<file path="src/rtl/vec_mux_arb_pkg.sv">
// ---------------------------------------------------------------------------
// vec_mux_arb_pkg
//  Shared definitions for the vec_mux_arb stream multiplexer:
//   - select-mode encodings (fixed select / round-robin)
//   - default WIDTH / NCH / SELW values
//   - even-parity helper used when VEC_MUX_PARITY_EN is defined
// ---------------------------------------------------------------------------
package vec_mux_arb_pkg;

    localparam logic MODE_FIXED = 1'b0;
    localparam logic MODE_RR    = 1'b1;

    localparam int DEF_WIDTH = 8;
    localparam int DEF_NCH   = 4;
    localparam int DEF_SELW  = 2;

    // XOR-reduction parity of a word of up to 64 bits. Unused upper bits
    // are zero, so they do not change the result.
    function automatic logic even_par(input logic [63:0] word);
        return ^word;
    endfunction

endpackage

</file>
<file path="src/rtl/rr_arbiter.sv">
// ---------------------------------------------------------------------------
// rr_arbiter
//  NCH-wide rotating-priority arbiter. It owns the round-robin pointer:
//  the search starts at ptr and scans ptr, ptr+1, ... modulo NCH. When en
//  is high (a grant was accepted in round-robin mode) the pointer moves to
//  the channel after the granted one, wrapping NCH-1 -> 0.
//
//  Ports
//   clk   in   1      clock, rising edge
//   rst   in   1      asynchronous active-high reset (ptr -> 0)
//   req   in   NCH    request vector (per-channel valid)
//   en    in   1      advance the pointer past the current grant
//   gnt   out  NCH    one-hot grant, or zero when nothing requests
//   idx   out  SELW   encoded index of the granted channel
//   ptr   out  SELW   current round-robin pointer
// ---------------------------------------------------------------------------
module rr_arbiter #(
    parameter int NCH  = 4,
    parameter int SELW = 2
) (
    input  logic            clk,
    input  logic            rst,
    input  logic [NCH-1:0]  req,
    input  logic            en,
    output logic [NCH-1:0]  gnt,
    output logic [SELW-1:0] idx,
    output logic [SELW-1:0] ptr
);

    logic [SELW-1:0] r_ptr;
    logic [NCH-1:0]  w_gnt;
    logic [SELW-1:0] w_idx;
    logic            w_found;
    logic [SELW-1:0] w_next_ptr;
    int              w_pos;

    // Rotating scan: offset k maps to channel (ptr + k) mod NCH. The inner
    // loop compares against constant channel numbers so every index into
    // req is a compile-time constant.
    always_comb begin
        w_gnt   = '0;
        w_idx   = '0;
        w_found = 1'b0;
        w_pos   = 0;
        for (int k = 0; k < NCH; k++) begin
            w_pos = int'(r_ptr) + k;
            if (w_pos >= NCH) begin
                w_pos = w_pos - NCH;
            end
            for (int i = 0; i < NCH; i++) begin
                if (!w_found && (i == w_pos) && req[i]) begin
                    w_gnt[i] = 1'b1;
                    w_idx    = SELW'(i);
                    w_found  = 1'b1;
                end
            end
        end
    end

    always_comb begin
        if (w_idx == SELW'(NCH - 1)) begin
            w_next_ptr = '0;
        end else begin
            w_next_ptr = w_idx + 1'b1;
        end
    end

    always_ff @(posedge clk or posedge rst) begin
        if (rst) begin
            r_ptr <= '0;
        end else if (en && w_found) begin
            r_ptr <= w_next_ptr;
        end
    end

    assign gnt = w_gnt;
    assign idx = w_idx;
    assign ptr = r_ptr;

endmodule

</file>
<file path="src/rtl/vec_mux_arb.sv">
// ---------------------------------------------------------------------------
// vec_mux_arb
//  NCH-input, WIDTH-bit registered stream multiplexer with valid/ready
//  handshakes. mode=0 picks the channel given by sel; mode=1 uses the
//  rr_arbiter rotating-priority grant. One output register stage gives one
//  word per clock while out_ready stays high.
//
//  Handshake: a word moves on a port in any cycle where its valid and ready
//  are both high; valid must not depend on ready, and a held output word
//  (out_valid=1, out_ready=0) stays stable until taken.
//
//  Optional feature macro: VEC_MUX_PARITY_EN adds out_par, the XOR parity
//  of the accepted word, registered with out_data.
//
//  Ports
//   clk        in   1          clock, rising edge
//   reset      in   1          asynchronous active-high reset
//   mode       in   1          0 = fixed select, 1 = round-robin
//   sel        in   SELW       channel select (mode=0 only)
//   in_data    in   NCH*WIDTH  channel i at [i*WIDTH +: WIDTH]
//   in_valid   in   NCH        per-channel valid
//   in_ready   out  NCH        per-channel ready, one-hot or zero
//   out_data   out  WIDTH      registered selected data
//   out_chan   out  SELW       channel index of out_data
//   out_valid  out  1          out_data/out_chan valid
//   out_ready  in   1          downstream ready
//   out_par    out  1          parity of out_data (VEC_MUX_PARITY_EN only)
//   dbg_rr_ptr out  SELW       round-robin pointer, for observation
// ---------------------------------------------------------------------------
module vec_mux_arb
    import vec_mux_arb_pkg::*;
#(
    parameter int WIDTH = DEF_WIDTH,
    parameter int NCH   = DEF_NCH,
    parameter int SELW  = DEF_SELW
) (
    input  logic                 clk,
    input  logic                 reset,
    input  logic                 mode,
    input  logic [SELW-1:0]      sel,
    input  logic [NCH*WIDTH-1:0] in_data,
    input  logic [NCH-1:0]       in_valid,
    output logic [NCH-1:0]       in_ready,
    output logic [WIDTH-1:0]     out_data,
    output logic [SELW-1:0]      out_chan,
    output logic                 out_valid,
    input  logic                 out_ready,
`ifdef VEC_MUX_PARITY_EN
    output logic                 out_par,
`endif
    output logic [SELW-1:0]      dbg_rr_ptr
);

    logic [WIDTH-1:0] r_out_data;
    logic [SELW-1:0]  r_out_chan;
    logic             r_out_valid;

    logic             w_load;
    logic [NCH-1:0]   w_fix_gnt;
    logic [NCH-1:0]   w_rr_gnt;
    logic [SELW-1:0]  w_rr_idx;
    logic [NCH-1:0]   w_gnt;
    logic [SELW-1:0]  w_gidx;
    logic [WIDTH-1:0] w_sel_data;
    logic             w_accept;
    logic             w_rr_en;

    // The output register can take a new word when it is empty or its
    // current word leaves this cycle. Reset blocks acceptance so no input
    // word is consumed while the register is being cleared.
    assign w_load = (!r_out_valid || out_ready) && !reset;

    // Fixed-select grant. A sel value at or beyond NCH matches no channel,
    // so the grant is zero and nothing is accepted.
    always_comb begin
        w_fix_gnt = '0;
        for (int i = 0; i < NCH; i++) begin
            w_fix_gnt[i] = (int'(sel) == i) && in_valid[i];
        end
    end

    assign w_gnt    = (mode == MODE_RR) ? w_rr_gnt : w_fix_gnt;
    assign w_gidx   = (mode == MODE_RR) ? w_rr_idx : sel;
    assign in_ready = w_gnt & {NCH{w_load}};
    assign w_accept = |(in_valid & in_ready);
    assign w_rr_en  = w_accept && (mode == MODE_RR);

    rr_arbiter #(
        .NCH  (NCH),
        .SELW (SELW)
    ) u_rr_arbiter (
        .clk (clk),
        .rst (reset),
        .req (in_valid),
        .en  (w_rr_en),
        .gnt (w_rr_gnt),
        .idx (w_rr_idx),
        .ptr (dbg_rr_ptr)
    );

    // Data mux driven by the granted index; constant slice bounds only.
    always_comb begin
        w_sel_data = '0;
        for (int i = 0; i < NCH; i++) begin
            if (int'(w_gidx) == i) begin
                w_sel_data = in_data[i*WIDTH +: WIDTH];
            end
        end
    end

    always_ff @(posedge clk or posedge reset) begin
        if (reset) begin
            r_out_valid <= 1'b0;
            r_out_data  <= '0;
            r_out_chan  <= '0;
        end else if (w_accept) begin
            r_out_valid <= 1'b1;
            r_out_data  <= w_sel_data;
            r_out_chan  <= w_gidx;
        end else if (out_ready) begin
            r_out_valid <= 1'b0;
        end
    end

`ifdef VEC_MUX_PARITY_EN
    logic r_out_par;

    always_ff @(posedge clk or posedge reset) begin
        if (reset) begin
            r_out_par <= 1'b0;
        end else if (w_accept) begin
            r_out_par <= even_par(64'(w_sel_data));
        end
    end

    assign out_par = r_out_par;
`endif

    assign out_data  = r_out_data;
    assign out_chan  = r_out_chan;
    assign out_valid = r_out_valid;

endmodule

</file>
<file path="config.mk">
export PLATFORM = sky130hd
export DESIGN_NAME = vec_mux_arb
export DESIGN_NICKNAME = d
export VERILOG_FILES = /design/src/rtl/vec_mux_arb_pkg.sv /design/src/rtl/rr_arbiter.sv /design/src/rtl/vec_mux_arb.sv
export SDC_FILE = /design/constraint.sdc
export NUM_CORES = 1
export LEC_CHECK = 0
export CELL_PAD_IN_SITES_DETAIL_PLACEMENT = 1
export CELL_PAD_IN_SITES_GLOBAL_PLACEMENT = 2
export CORE_UTILIZATION = 23
export CTS_CLUSTER_SIZE = 16
export DETAILED_ROUTE_END_ITERATION = 16
export PLACE_DENSITY_LB_ADDON = 0.1
export SLEW_MARGIN = 10
export SYNTH_ARGS = -nofsm -noshare
export SYNTH_HDL_FRONTEND = slang
export SYNTH_SLANG_ARGS = --single-unit
export TNS_END_PERCENT = 30
</file>
<file path="constraint.sdc">
create_clock -name clk -period 2.45 [get_ports clk]
set_input_delay 0.245 -clock clk [delete_from_list [all_inputs] [get_ports clk]]
set_output_delay 0.245 -clock clk [all_outputs]
set_load 0.005 [all_outputs]
</file>
======== Word level (Yosys, flattened, before mapping) ========
Index checks and enable logic that the tools add are counted.
storage, ports and cells
  flip-flop bits (word level) ............. 13
  latch bits .............................. 0
  memory bits (writable) .................. 0
  ROM bits ................................ 0
  logic and storage cells ................. 160
  memories ................................ 0
operators by class
  add/sub/neg operators ................... 8
  multiply operators ...................... 0
  divide/modulo/power cells ............... 0
  order comparisons ....................... 4
  equality and inequality tests ........... 19
  shift operators ......................... 0
  muxes and demuxes ....................... 59
  bitwise operators ....................... 2
  reductions and logical operators ........ 64
operators with widths
  kind                                                  number
  equality test 3 x 32 -> 1 bit, first input constant   8
  equality test 2 x 32 -> 1 bit, first input constant   4
  logical NOT 32 bit                                    4
  2-to-1 mux 32 bit                                     4
  >= comparator 32 x 4 -> 1 bit, second input constant  3
  subtractor 32 x 4 -> 32 bit, second input constant    3
  logical AND 1 bit                                     38
  2-to-1 mux 1 bit                                      34
  2-to-1 mux 2 bit                                      16
  2-to-1 mux 8 bit                                      4
  logical NOT 1 bit                                     17
  equality test 2 bit, second input constant            5
  bitwise AND 4 bit                                     2
  adder 2 x 2 -> 3 bit, second input constant           2
  equality test 2 x 1 -> 1 bit, second input constant   2
  logical NOT 2 bit                                     2
  2-to-1 mux 4 bit                                      1
  OR reduction 4 bit                                    1
  subtractor 2 x 3 -> 4 bit, second input constant      1
  adder 2 x 1 -> 3 bit, second input constant           1
  >= comparator 2 x 3 -> 1 bit, second input constant   1
  adder 2 x 1 -> 2 bit, second input constant           1
  nonzero test 2 bit                                    1
  logical OR 1 bit                                      1

======== Longest topological paths before layout ========
Gate-level depths: netlist of the first run.
  depth in word-level cells ............... 71
  gate-level depth with buffers ........... 9
  mapped depth without buffers ............ 6

======== Hierarchy ========
Synthesis of the first run repeated with hierarchy kept, for this count alone.
unflattened totals
  cells, all modules ...................... 93
  area total of the unflattened synthesis .. 1081.0 µm²
by module, submodules not included
  module       instances  cells an instance  area each (µm²)
  vec_mux_arb  1          62                 825.8
  rr_arbiter   1          31                 255.2

======== Worst setup path after synthesis of the first run ========
No wires, ideal clock.
  path type ............................... register -> register
  start ................................... register u_rr_arbiter.r_ptr[1] (netlist: u_rr_arbiter.ptr[1])
  end ..................................... register r_out_chan[0] (netlist: out_chan[0])
  library setup time ...................... 0.128 ns
  arrival ................................. 1.858 ns
  data required time ...................... 2.322 ns
  slack ................................... 0.465 ns
  cell stages (with the launch flop) ...... 7
  path buffers ............................ 2
  period minus slack after synthesis ...... 1.985 ns
  cells stage by stage .................... dfrtp_1 -> buf_6 -> o2111ai_2 -> a31oi_2 -> a2111oi_4 -> buf_6 -> mux2_1
RTL lines
  item                                                                              RTL line                            source
  from (decl)                                                                       rr_arbiter.sv:30                    logic [SELW-1:0] r_ptr;
  from (signal assigned)                                                            rr_arbiter.sv:72                    r_ptr <= w_next_ptr;
  subtractor 2 x 3 -> 4 bit / >= comparator 2 x 3 -> 1 bit (equally long branches)  rr_arbiter.sv:48, rr_arbiter.sv:47
  2-to-1 mux 32 bit                                                                 rr_arbiter.sv:47                    if (w_pos >= NCH) begin
  logical NOT 32 bit                                                                rr_arbiter.sv:51                    if (!w_found && (i == w_pos) && req[i]) begin
  logical AND 1 bit                                                                 rr_arbiter.sv:51
  2-to-1 mux 1 bit                                                                  rr_arbiter.sv:51
  logical NOT 1 bit                                                                 rr_arbiter.sv:51
  logical AND 1 bit (2 in series)                                                   rr_arbiter.sv:51
  2-to-1 mux 1 bit                                                                  rr_arbiter.sv:51
  [... 48 more ...]                                                                 --
  logical NOT 1 bit                                                                 rr_arbiter.sv:51
  logical AND 1 bit (2 in series)                                                   rr_arbiter.sv:51
  2-to-1 mux 1 bit (*)                                                              rr_arbiter.sv:51
  2-to-1 mux 4 bit (*)                                                              vec_mux_arb.sv:82                   assign w_gnt = (mode == MODE_RR) ? w_rr_gnt : w_fix_gnt;
  bitwise AND 4 bit (*)                                                             vec_mux_arb.sv:84                   assign in_ready = w_gnt & {NCH{w_load}};
  net in_ready[2]                                                                   vec_mux_arb.sv:43                   output logic [NCH-1:0] in_ready,
  bitwise AND 4 bit (*)                                                             vec_mux_arb.sv:85                   assign w_accept = |(in_valid & in_ready);
  OR reduction 4 bit (*)                                                            vec_mux_arb.sv:85
  to (signal assigned)                                                              vec_mux_arb.sv:119                  r_out_chan <= w_gidx;
  to (decl)                                                                         vec_mux_arb.sv:55                   logic [SELW-1:0] r_out_chan;
Mark *: on every way through the listed nets, which the timed path passes. The rest lies on a longest branch.
A chain may end at the register's enable or synchronous reset.

======== Worst setup path after layout of the first run ========
  start ................................... input port in_valid[0]
  end ..................................... output port in_ready[1]
between the ends
  cells in the longest elaborated chain, start to end .. 56
ends and longest elaborated chain
  item                             RTL line           source
  from (decl)                      vec_mux_arb.sv:42  input logic [NCH-1:0] in_valid,
  logical AND 1 bit                rr_arbiter.sv:51
  2-to-1 mux 1 bit                 rr_arbiter.sv:51
  logical NOT 1 bit                rr_arbiter.sv:51
  logical AND 1 bit (2 in series)  rr_arbiter.sv:51
  2-to-1 mux 1 bit                 rr_arbiter.sv:51
  logical NOT 1 bit                rr_arbiter.sv:51
  logical AND 1 bit (2 in series)  rr_arbiter.sv:51
  2-to-1 mux 1 bit                 rr_arbiter.sv:51
  [... 36 more ...]                --
  logical NOT 1 bit                rr_arbiter.sv:51
  logical AND 1 bit (2 in series)  rr_arbiter.sv:51
  2-to-1 mux 1 bit                 rr_arbiter.sv:51
  logical NOT 1 bit                rr_arbiter.sv:51
  logical AND 1 bit (2 in series)  rr_arbiter.sv:51
  2-to-1 mux 1 bit (*)             rr_arbiter.sv:51
  2-to-1 mux 4 bit (*)             vec_mux_arb.sv:82
  bitwise AND 4 bit (*)            vec_mux_arb.sv:84
  to (decl)                        vec_mux_arb.sv:43
Every way passes the cells marked *; elsewhere a longest branch is shown, timed or not.

==> results of run 1 <==
-- logic make-up after synthesis --
group,count (synthesis),synth area share (%)
buf+inv,15,10.0
compound gates,32,24.1
mux,28,24.7
flops,13,27.4
simple gates,29,13.8
-- per-layer routing --
metal / up-vias / GRT usage, %
li1: 563 / -
met1: 556 / 17.3
met2: 27 / 25.7
met3: 4 / 2.74
met4: 0 / 5.13
met5: - / 0
-- area by class of cell --
cell class / instances / area, sq um
Multi-Input combinational cell: 89 / 748
Fill cell: 569 / 2930
Sequential cell: 13 / 327
Timing Repair Buffer: 71 / 693
Inverter: 7 / 26.3
Tap cell: 67 / 83.8
Clock buffer: 4 / 45.0
-- worst max-delay path by stage --
stage / slack, ns / to
final: 0.11 / in_ready[1]
after detailed placement: -0.09 / out_chan[0]$_DFFE_PP0P_
after CTS: 0.03 / in_ready[2]
after global routing: 0.01 / in_ready[3]
after floorplan: 0.46 / out_chan[0]$_DFFE_PP0P_
after global placement: -0.04 / out_chan[0]$_DFFE_PP0P_
-- state kept, by name (all words and copies together), names as in the netlist --
| signal | flops |
|---|---|
| out_chan | 2 |
| out_valid | 1 |
| u_rr_arbiter.ptr | 2 |
| out_data | 8 |
-- through the flow --
stage	cell area (sq um)	hold WS, ns
final	1920	0.320
after global routing	1920	0.338
after CTS	1920	0.321
after detailed placement	1870	0.470
after global placement	1870	0.465
after floorplan	1190	0.0715
-- power by group --
group / switching (W) / leakage (nW) / internal [W] / total (W)
sequential: 0.000113 / 0.158 / 0.000320 / 0.000433
combinational: 0.000335 / 0.603 / 0.000500 / 0.000835
clock: 0.0000766 / 0.0228 / 0.000115 / 0.000191
-- Yosys cell counts --
cell type	n	share of area (%)
mux2i_1	17	14
dfrtp_1	13	27
mux2_2	8	7.6
nand2_2	8	4.2
o21ai_2	8	5.9
inv_1	6	1.9
nand2_1	5	1.6
buf_4	4	2.5
nor2_1	4	1.3
o21ai_1	4	1.7
a21oi_1	3	1.3
mux2_1	3	2.8
buf_12	2	3.4
buf_6	2	1.9
nand2b_1	2	1.1
nand3_1	2	0.84
nor2_2	2	1.1
nor2b_1	2	1.1
o2111ai_2	2	2.5
o211ai_1	2	1.3
o21ai_0	2	0.84
a2111oi_4	1	2.3
a211o_1	1	0.74
a211oi_2	1	1.1
a21boi_0	1	0.63
a21boi_1	1	0.63
a221oi_2	1	1.3
a311oi_1	1	0.74
a31oi_2	1	1.1
and2_1	1	0.53
clkinv_1	1	0.32
nand3b_1	1	0.63
nor3_2	1	0.84
o2111ai_1	1	0.74
o221ai_1	1	0.74
o2bb2ai_1	1	0.74
or3b_1	1	0.74
-- worst max-delay path: cells and delay by family --
family | cells | cell delay [ns]
AOI/OAI and AO/OA | 3 | 0.73
buffers and inverters | 2 | 1.12
-- cell usage in the layout (no fill, tap or decap), drive strengths merged, types with 2 or more instances in the layout --
cell type and count:
buf 13, a21boi 2, mux2i 17, nor2 6, nor2b 2, inv 6
o211ai 2, clkdlybuf4s50 57, clkbuf 4, o21ai 14, dfrtp 13, mux2 11
nand3 2, a21oi 3, nand2 13, o2111ai 3, nand2b 2
-- what timing repair did --
item	in CTS	in global routing
hold endpoints to repair	0	0
resized for setup	0	2
setup endpoints to repair	0	2
==> impl_metrics.yaml, run 1 <==
outcome:
  status: "complete, no violations"
clock_tree:
  cts_buffers: 3
  clockBufferDepth: 2
  cts_sinks: 13
  tritoncts: "done"
  clock_latency_ns: 0.24
  cts_root_buffer: "clkbuf_8"
  htree_num_levels: 1
  postCtsHoldBufs: 0
  path_clk_slew_ns: 0.06
  post-cts-setup-buffers: 0
layout:
  post-route-util_pct: 39.7
  final_cells: 251
  fin_nets: 227
  antenna_cells: 0
  area_growth_pct: 61.8
  layout-drive-gt1-share_pct: 27.7
global_routing:
  antenna_found_initial: 0
  grt_max_degree: 18
  grt_pass1_vias: 1224
  grt.total_usage_pct: 14.5
  grt_pass1_wl_mm: 5.87
  overflow: 0
timing:
  slew_viol_final: 0
  fin_crit_ns: 2.34
  final.period_utilization_pct: 95.4
  setup_viol: 0
  worst_pin_slew_ns: 0.368
  setup_tns_ns: 0
  fmax_mhz: 428
  rsz0062_at_grt: "no"
  layout_setup_ws_ns: 0.112
  max_slew_margin_pct: 75.4
  hold_viol_final: 0
  fin_worst_skew_ns: 0.00103
floorplan:
  core_area_sq_um: 4850
  start_util_pct: 24.5
  chipHeight_um: 73.9
  io_pins: 59
  placementRows: 25
  fp.dieArea_sq_um: 5460
  die_w_um: 73.9
routing:
  top_layer_used: "met4"
  drt-pass1-iter-count: 4
  detail_route.vias_per_cell: 4.58
  num_vias: 1150
  dr_wl_met3_um: 169
  met2_length_mm: 1.92
  drt-met1-wl_mm: 1.41
  routed_wl_mm: 3.55
  antenna_left: 0
  initialDrtViolationCount: 23
  drcViolationCount: 0
  wl_per_cell_um: 14.1
worst_setup_path:
  worstPathMaxFanout: 8
  critPathRequiredTime_ns: 2.20
  max_stage_delay_ns: 0.57
  path_cells: "clkdlybuf4s50_1 -> o21ai_0 -> o2111ai_1 -> a21oi_1 -> clkdlybuf4s50_1"
  regToRegSetupSlack_ns: 0.31
  worstSetupPathType: "input port to output port"
  endpoint_kind: "output port"
  rr_worst_depth: 6
  cp_slowest_cell: "clkdlybuf4s50_1"
  crit_arrival_ns: 2.09
  start_kind: "input port"
  r2r-start: "u_rr_arbiter.ptr[1]$_DFFE_PP0P_"
  cp_common_cell: "clkdlybuf4s50_1"
  r2r_end: "out_chan[0]$_DFFE_PP0P_"
  crit_start: "in_valid[0]"
placed_design:
  dp_slack_ns: -0.0906
  placedCellCount: 247
  routabilityCongestion: 0.754
  port_buffers: 58
  dp_hpwl_mm: 2.88
synth:
  synthCells: 117
  syn_area_sq_um: 1190
  syn-num-nets: 159
  ys_types: 37
  seq_area_frac_synth_pct: 27.4
  yosys_register_bits: 13
  ys_warn_count: 0
  synth.avg_cell_area_sq_um: 10.2
run:
  cap_violations: 0
min_path:
  hp-class: "input port to async pin"
power:
  totalPowerFinal_w: 0.00146
  power_density_nw_per_um2: 759
  leakage_nw: 0.784
  peakVddDrop_mv: 0.278
(Power assumes the default switching activity.)
==> run 2: changes to the inputs <==
--- a/config.mk
+++ b/config.mk
@@ -7,12 +7,13 @@
 export LEC_CHECK = 0
 export CELL_PAD_IN_SITES_DETAIL_PLACEMENT = 1
 export CELL_PAD_IN_SITES_GLOBAL_PLACEMENT = 2
-export CORE_UTILIZATION = 23
+export CORE_UTILIZATION = 22
 export CTS_CLUSTER_SIZE = 16
 export DETAILED_ROUTE_END_ITERATION = 16
 export PLACE_DENSITY_LB_ADDON = 0.1
 export SLEW_MARGIN = 10
 export SYNTH_ARGS = -nofsm -noshare
 export SYNTH_HDL_FRONTEND = slang
+export SYNTH_HIERARCHICAL = 1
 export SYNTH_SLANG_ARGS = --single-unit
 export TNS_END_PERCENT = 30
==> run 2 against run 1 <==
Fmax hardly changed. First-iteration DRC count is 96% higher. Sequential power is 5.8% lower. Clock-buffer cell count stayed put. Die area is 4.8% lower. Power is 0.81% lower. Largest power group unchanged. Highest routed layer unchanged.
==> impl_metrics.yaml, run 2 <==
floorplan:
  placementRows: 25
  start_util_pct: 22.9
  core_area_sq_um: 4720
  fp.dieArea_sq_um: 5200
  die_w_um: 72.1
  chipHeight_um: 72.1
  io_pins: 59
power:
  p_int_w: 0.00101
  power_density_nw_per_um2: 746
  net-switching-power_w: 0.000439
  clkPwrFrac_pct: 13.1
  p_seq_share_pct: 28.2
  p_comb_share_pct: 58.7
  totalPowerFinal_w: 0.00145
  leakage_nw: 0.847
  netSwitchingFraction_pct: 30.3
  peakVddDrop_mv: 0.267
clock_tree:
  htree_num_levels: 1
  clockBufferDepth: 2
  cts_sinks: 13
  path_clk_slew_ns: 0.06
  postCtsHoldBufs: 0
  cts_root_buffer: "clkbuf_8"
  clock_latency_ns: 0.24
  tritoncts: "done"
  cts_buffers: 3
worst_setup_path:
  worstPathMaxFanout: 9
  crit_arrival_ns: 2.46
  regToRegSetupSlack_ns: 0.17
  crit_start: "in_valid[1]"
  endpoint_kind: "register"
  start_kind: "input port"
  critPathRequiredTime_ns: 2.57
  r2r_end: "out_data[4]$_DFFE_PP0P_"
  worstSetupPathType: "input port to register"
  rr_worst_depth: 8
  r2r-start: "u_rr_arbiter/ptr[1]$_DFFE_PP0P_"
layout:
  area_growth_pct: 79.5
  layout_common_cells: "clkdlybuf4s50_1, buf_4, dfrtp_1, nor2_1"
  layout-drive-gt1-share_pct: 27.0
  antenna_cells: 0
  register_area_sq_um: 327
  fin_nets: 218
  multi_input_comb_area_sq_um: 706
  largest_reg_flops: 8
  n_fill_cell: 535
  final_cells: 241
  final_common_cell: "clkdlybuf4s50_1"
routing:
  initialDrtViolationCount: 45
  detail_route.vias_per_cell: 4.52
  antenna_left: 0
  wl_per_cell_um: 14.1
  drt-pass1-iter-count: 4
  num_vias: 1089
  routed_wl_mm: 3.39
  drcViolationCount: 0
synth:
  synth_edf_count: 0
  yosysMostFrequentCell: "dfrtp_1"
  yosys-top-cells-area: "dfrtp_1, mux4_1, mux2_4"
  ys_types: 32
  synthArstFlopShare_pct: 100
  synthCells: 93
  yosys_register_bits: 13
  synth_top_area_share_pct: 30.1
  synth_largest_area_cell: "dfrtp_1"
  ys.flop_type: "dfrtp_1"
  syn-num-nets: 136
  synth.avg_cell_area_sq_um: 11.6
  yosys-top-cells-count: "dfrtp_1, nor2_1, a21oi_1, mux2_4, mux4_1"
  ys_warn_count: 6
  syn_area_sq_um: 1080
  seq_area_frac_synth_pct: 30.1
placed_design:
  routabilityCongestion: 0.771
  port_buffers: 58
  dp_hpwl_mm: 2.84
  placedCellCount: 235
run:
  cap_violations: 0
timing:
  fmax_mhz: 427
  hold_slack_ns: 0.182
  max_slew_margin_pct: 73.8
  hold_viol_final: 0
  final.period_utilization_pct: 95.5
  slew_viol_final: 0
  rsz0062_at_grt: "no"
  worst_pin_slew_ns: 0.393
  setup_tns_ns: 0
  fin_crit_ns: 2.34
  fin_worst_skew_ns: 0.00140
  setup_viol: 0
global_routing:
  grt.total_usage_pct: 14.1
  grt_pass1_vias: 1223
  overflow: 0
  grt_max_degree: 12
  grt_pass1_wl_mm: 5.58
  antenna_found_initial: 0
min_path:
  hp-class: "input port to async pin"
outcome:
  status: "complete, no violations"
## run 2: how the worst max path moves through the flow
stage / end / depth (start not counted)
final: out_data[4]$_DFFE_PP0P_ / 9
after floorplan: out_data[1]$_DFFE_PP0P_ / 8
after CTS: in_ready[0] / 8
after global placement: out_data[1]$_DFFE_PP0P_ / 8
after detailed placement: out_data[4]$_DFFE_PP0P_ / 9
after global routing: in_ready[1] / 8
## run 2: cell families after synthesis
logic type / Yosys count / synth area share, %
compound gates: 21 / 15.7
fa+ha+maj: 1 / 1.16
buf+inv: 9 / 4.63
flops: 13 / 30.1
mux: 20 / 33.7
simple gates: 29 / 14.7
## run 2: final cells by class
cell class	instances	area share, %
repair buffers	80	39.0
multi-input cells	71	36.4
flip-flops and latches	13	16.8
well taps	67	4.32
clock buffers	4	2.32
inverters	6	1.16
## run 2: power by group through the flow
stage | logic (W) | registers [W] | clock network [W]
after floorplan | 0.000398 | 0.000391 | 0
final | 0.000850 | 0.000408 | 0.000190
after global placement | 0.000832 | 0.000405 | 0
after CTS | 0.000841 | 0.000415 | 0.000198
after detailed placement | 0.000837 | 0.000412 | 0
after global routing | 0.000923 | 0.000423 | 0.000208
## run 2: worst max-delay path, stage by stage
cell and delay (ns):
clkdlybuf4s50_1 0.53, buf_4 0.14, nand2b_1 0.11, nand3_1 0.08, a21oi_1 0.35, a21oi_4 0.10
buf_12 0.16, mux4_1 0.46, mux2_4 0.28
## run 2: what timing repair did
| action | CTS | global route |
|---|---|---|
| endpoints found under the hold margin | 0 | 0 |
| pin swaps | 0 | 1 |
| gates cloned | 0 | 0 |
| buffers inserted | 0 | 2 |
| gates resized for setup | 1 | 1 |
| endpoints found under the setup margin | 1 | 1 |
## run 2: through the flow
step / setup slack, ns / instance area [sq um] / utilization, %
4_1_cts: 0.0516 / 1920 / 40.7
3_5_place_dp: -0.190 / 1880 / 39.8
3_3_place_gp: -0.153 / 1880 / 39.8
5_1_grt: 0.0138 / 1940 / 41.1
2_1_floorplan: 0.0944 / 1080 / -
6_report: 0.110 / 1940 / 41.1
## run 2: layer usage
| metal | part of all wire, % | global-route usage [%] | vias up |
|---|---|---|---|
| li1 | - | - | 522 |
| met1 | 40 | 15.1 | 524 |
| met2 | 52 | 26.4 | 41 |
| met3 | 6.6 | 4.58 | 2 |
| met4 | 0.80 | 3.70 | 0 |
| met5 | 0 | 0 | - |
==> run 3: changes to the inputs <==
--- a/config.mk
+++ b/config.mk
@@ -10,7 +10,7 @@
 export CORE_UTILIZATION = 22
 export CTS_CLUSTER_SIZE = 16
 export DETAILED_ROUTE_END_ITERATION = 16
-export PLACE_DENSITY_LB_ADDON = 0.1
+export PLACE_DENSITY_LB_ADDON = 0.2
 export SLEW_MARGIN = 10
 export SYNTH_ARGS = -nofsm -noshare
 export SYNTH_HDL_FRONTEND = slang
==> run 3 against run 2 <==
Via count shrank 2.2%. Sequential power rose by 1%. Sequential share of layout area is 0.22 points higher. Largest power group unchanged.
==> impl_metrics.yaml, run 3 (synthesis results as in run 2) <==
worst_setup_path:
  max_stage_delay_ns: 0.48
  path_buf_inv: 3
  critPathRequiredTime_ns: 2.20
  endpoint_kind: "output port"
  start_kind: "register"
  path_cells: "inv_2 -> a21oi_1 -> o221a_2 -> buf_4 -> a32oi_1 -> nor2_1 -> clkdlybuf4s50_1"
  critical-path-top-delay-family: "buffers and inverters"
  r2r-start: "u_rr_arbiter/ptr[1]$_DFFE_PP0P_"
  worstSetupPathType: "register to output port"
  worstPathMaxFanout: 9
  crit_arrival_ns: 2.08
  regToRegSetupSlack_ns: 0.19
  r2r_end: "out_data[1]$_DFFE_PP0P_"
  cp_slowest_cell: "dfrtp_1"
  rr_worst_depth: 8
global_routing:
  grt_max_degree: 12
  grt_pass1_wl_mm: 5.51
  overflow: 0
  antenna_found_initial: 0
  grt.total_usage_pct: 13.8
  grt_pass1_vias: 1184
layout:
  multi_input_comb_area_sq_um: 709
  finish.instance_area_sq_um: 1920
  antenna_cells: 0
  layout-drive-gt1-share_pct: 25.0
  final_common_cell: "clkdlybuf4s50_1"
  register_area_sq_um: 327
  largest_reg_flops: 8
  area_growth_pct: 77.2
  fin_nets: 212
  n_fill_cell: 548
  layout_common_cells: "clkdlybuf4s50_1, buf_4, dfrtp_1, nor2_1"
  post-route-util_pct: 40.6
timing:
  max_slew_margin_pct: 78.0
  hold_viol_final: 0
  rsz0062_at_grt: "no"
  setup_viol: 0
  fmax_mhz: 430
  final.period_utilization_pct: 95.0
  fin_crit_ns: 2.33
  fin_worst_skew_ns: 0.00219
  layout_setup_ws_ns: 0.124
  worst_pin_slew_ns: 0.329
  slew_viol_final: 0
  hold_slack_ns: 0.200
clock_tree:
  tritoncts: "done"
  path_clk_slew_ns: 0.06
  cts_buffers: 3
  clockBufferDepth: 2
  cts_root_buffer: "clkbuf_8"
  cts_sinks: 13
  htree_num_levels: 1
  clock_latency_ns: 0.24
  postCtsHoldBufs: 0
routing:
  drcViolationCount: 0
  antenna_left: 0
  routed_wl_mm: 3.42
  wl_per_cell_um: 14.6
  initialDrtViolationCount: 12
  drt-pass1-iter-count: 4
  detail_route.vias_per_cell: 4.53
  num_vias: 1065
power:
  p_int_w: 0.00100
  p_seq_share_pct: 28.5
  clkPwrFrac_pct: 13.3
  power_density_nw_per_um2: 757
  net-switching-power_w: 0.000450
  p_comb_share_pct: 58.2
  peakVddDrop_mv: 0.244
  netSwitchingFraction_pct: 31.0
  totalPowerFinal_w: 0.00145
  leakage_nw: 0.833
floorplan:
  die_w_um: 72.1
  start_util_pct: 22.9
  io_pins: 59
  chipHeight_um: 72.1
  fp.dieArea_sq_um: 5200
  core_area_sq_um: 4720
  placementRows: 25
placed_design:
  port_buffers: 58
  postPlaceCellArea_sq_um: 1860
  dp_slack_ns: -0.105
  routabilityCongestion: 0.775
  dp_hpwl_mm: 2.81
run:
  cap_violations: 0
outcome:
  status: "complete, no violations"
min_path:
  hp-class: "input port to async pin"
==> run 3: power by group through the flow <==
stage	sequential [W]	combinational, W	clock [W]
4_1_cts	0.000416	0.000844	0.000201
2_1_floorplan	0.000391	0.000398	0
3_5_place_dp	0.000414	0.000840	0
6_report	0.000414	0.000844	0.000193
5_1_grt	0.000432	0.000907	0.000208
3_3_place_gp	0.000410	0.000825	0
==> run 3: worst max path at each step <==
stage	from	endpoint	slack, ns	cells after the start
6_report	u_rr_arbiter/ptr[1]$_DFFE_PP0P_	in_ready[3]	0.12	7
5_1_grt	in_valid[0]	in_ready[2]	0.02	8
4_1_cts	in_valid[2]	in_ready[0]	0.005	9
3_5_place_dp	in_valid[2]	out_data[0]$_DFFE_PP0P_	-0.10	10
3_3_place_gp	in_valid[2]	out_data[6]$_DFFE_PP0P_	-0.08	10
2_1_floorplan	u_rr_arbiter/ptr[1]$_DFFE_PP0P_	out_data[1]$_DFFE_PP0P_	0.09	8
==> run 3: per-layer routing <==
metal / GRT usage [%] / up-vias / part of all wire (%)
met5: 0 / - / 0
met4: 4.14 / 0 / 1.2
met3: 3.61 / 4 / 6.4
met2: 25.5 / 37 / 52
met1: 15.5 / 513 / 41
li1: - / 511 / -
==> run 3: worst register-to-register path, cell delays in order, from the launching register on <==
cell and delay, ns:
dfrtp_1 0.48, inv_2 0.13, a21oi_1 0.07, o221a_2 0.29
or2_1 0.26, mux2i_1 0.14, buf_4 0.19, mux4_2 0.31
mux2_4 0.27
==> run 3: what timing repair did <==
| item | in CTS | in global routing |
|---|---|---|
| endpoints found under the setup margin | 0 | 3 |
| resized for setup | 0 | 3 |
| setup buffers | 0 | 1 |
==> run 3: area by class of cell <==
class	count	area share (%)
multi-input cells	71	37.0
inverters	6	1.18
well taps	67	4.38
repair buffers	74	38.0
flip-flops and latches	13	17.0
clock buffers	4	2.35
==> run 3: per-stage QoR <==
stage	setup TNS, ns	std cells
global route	0	235
global placement	-0.487	230
detailed placement	-0.789	230
finish	0	235
floorplan	0	93
CTS	0	234
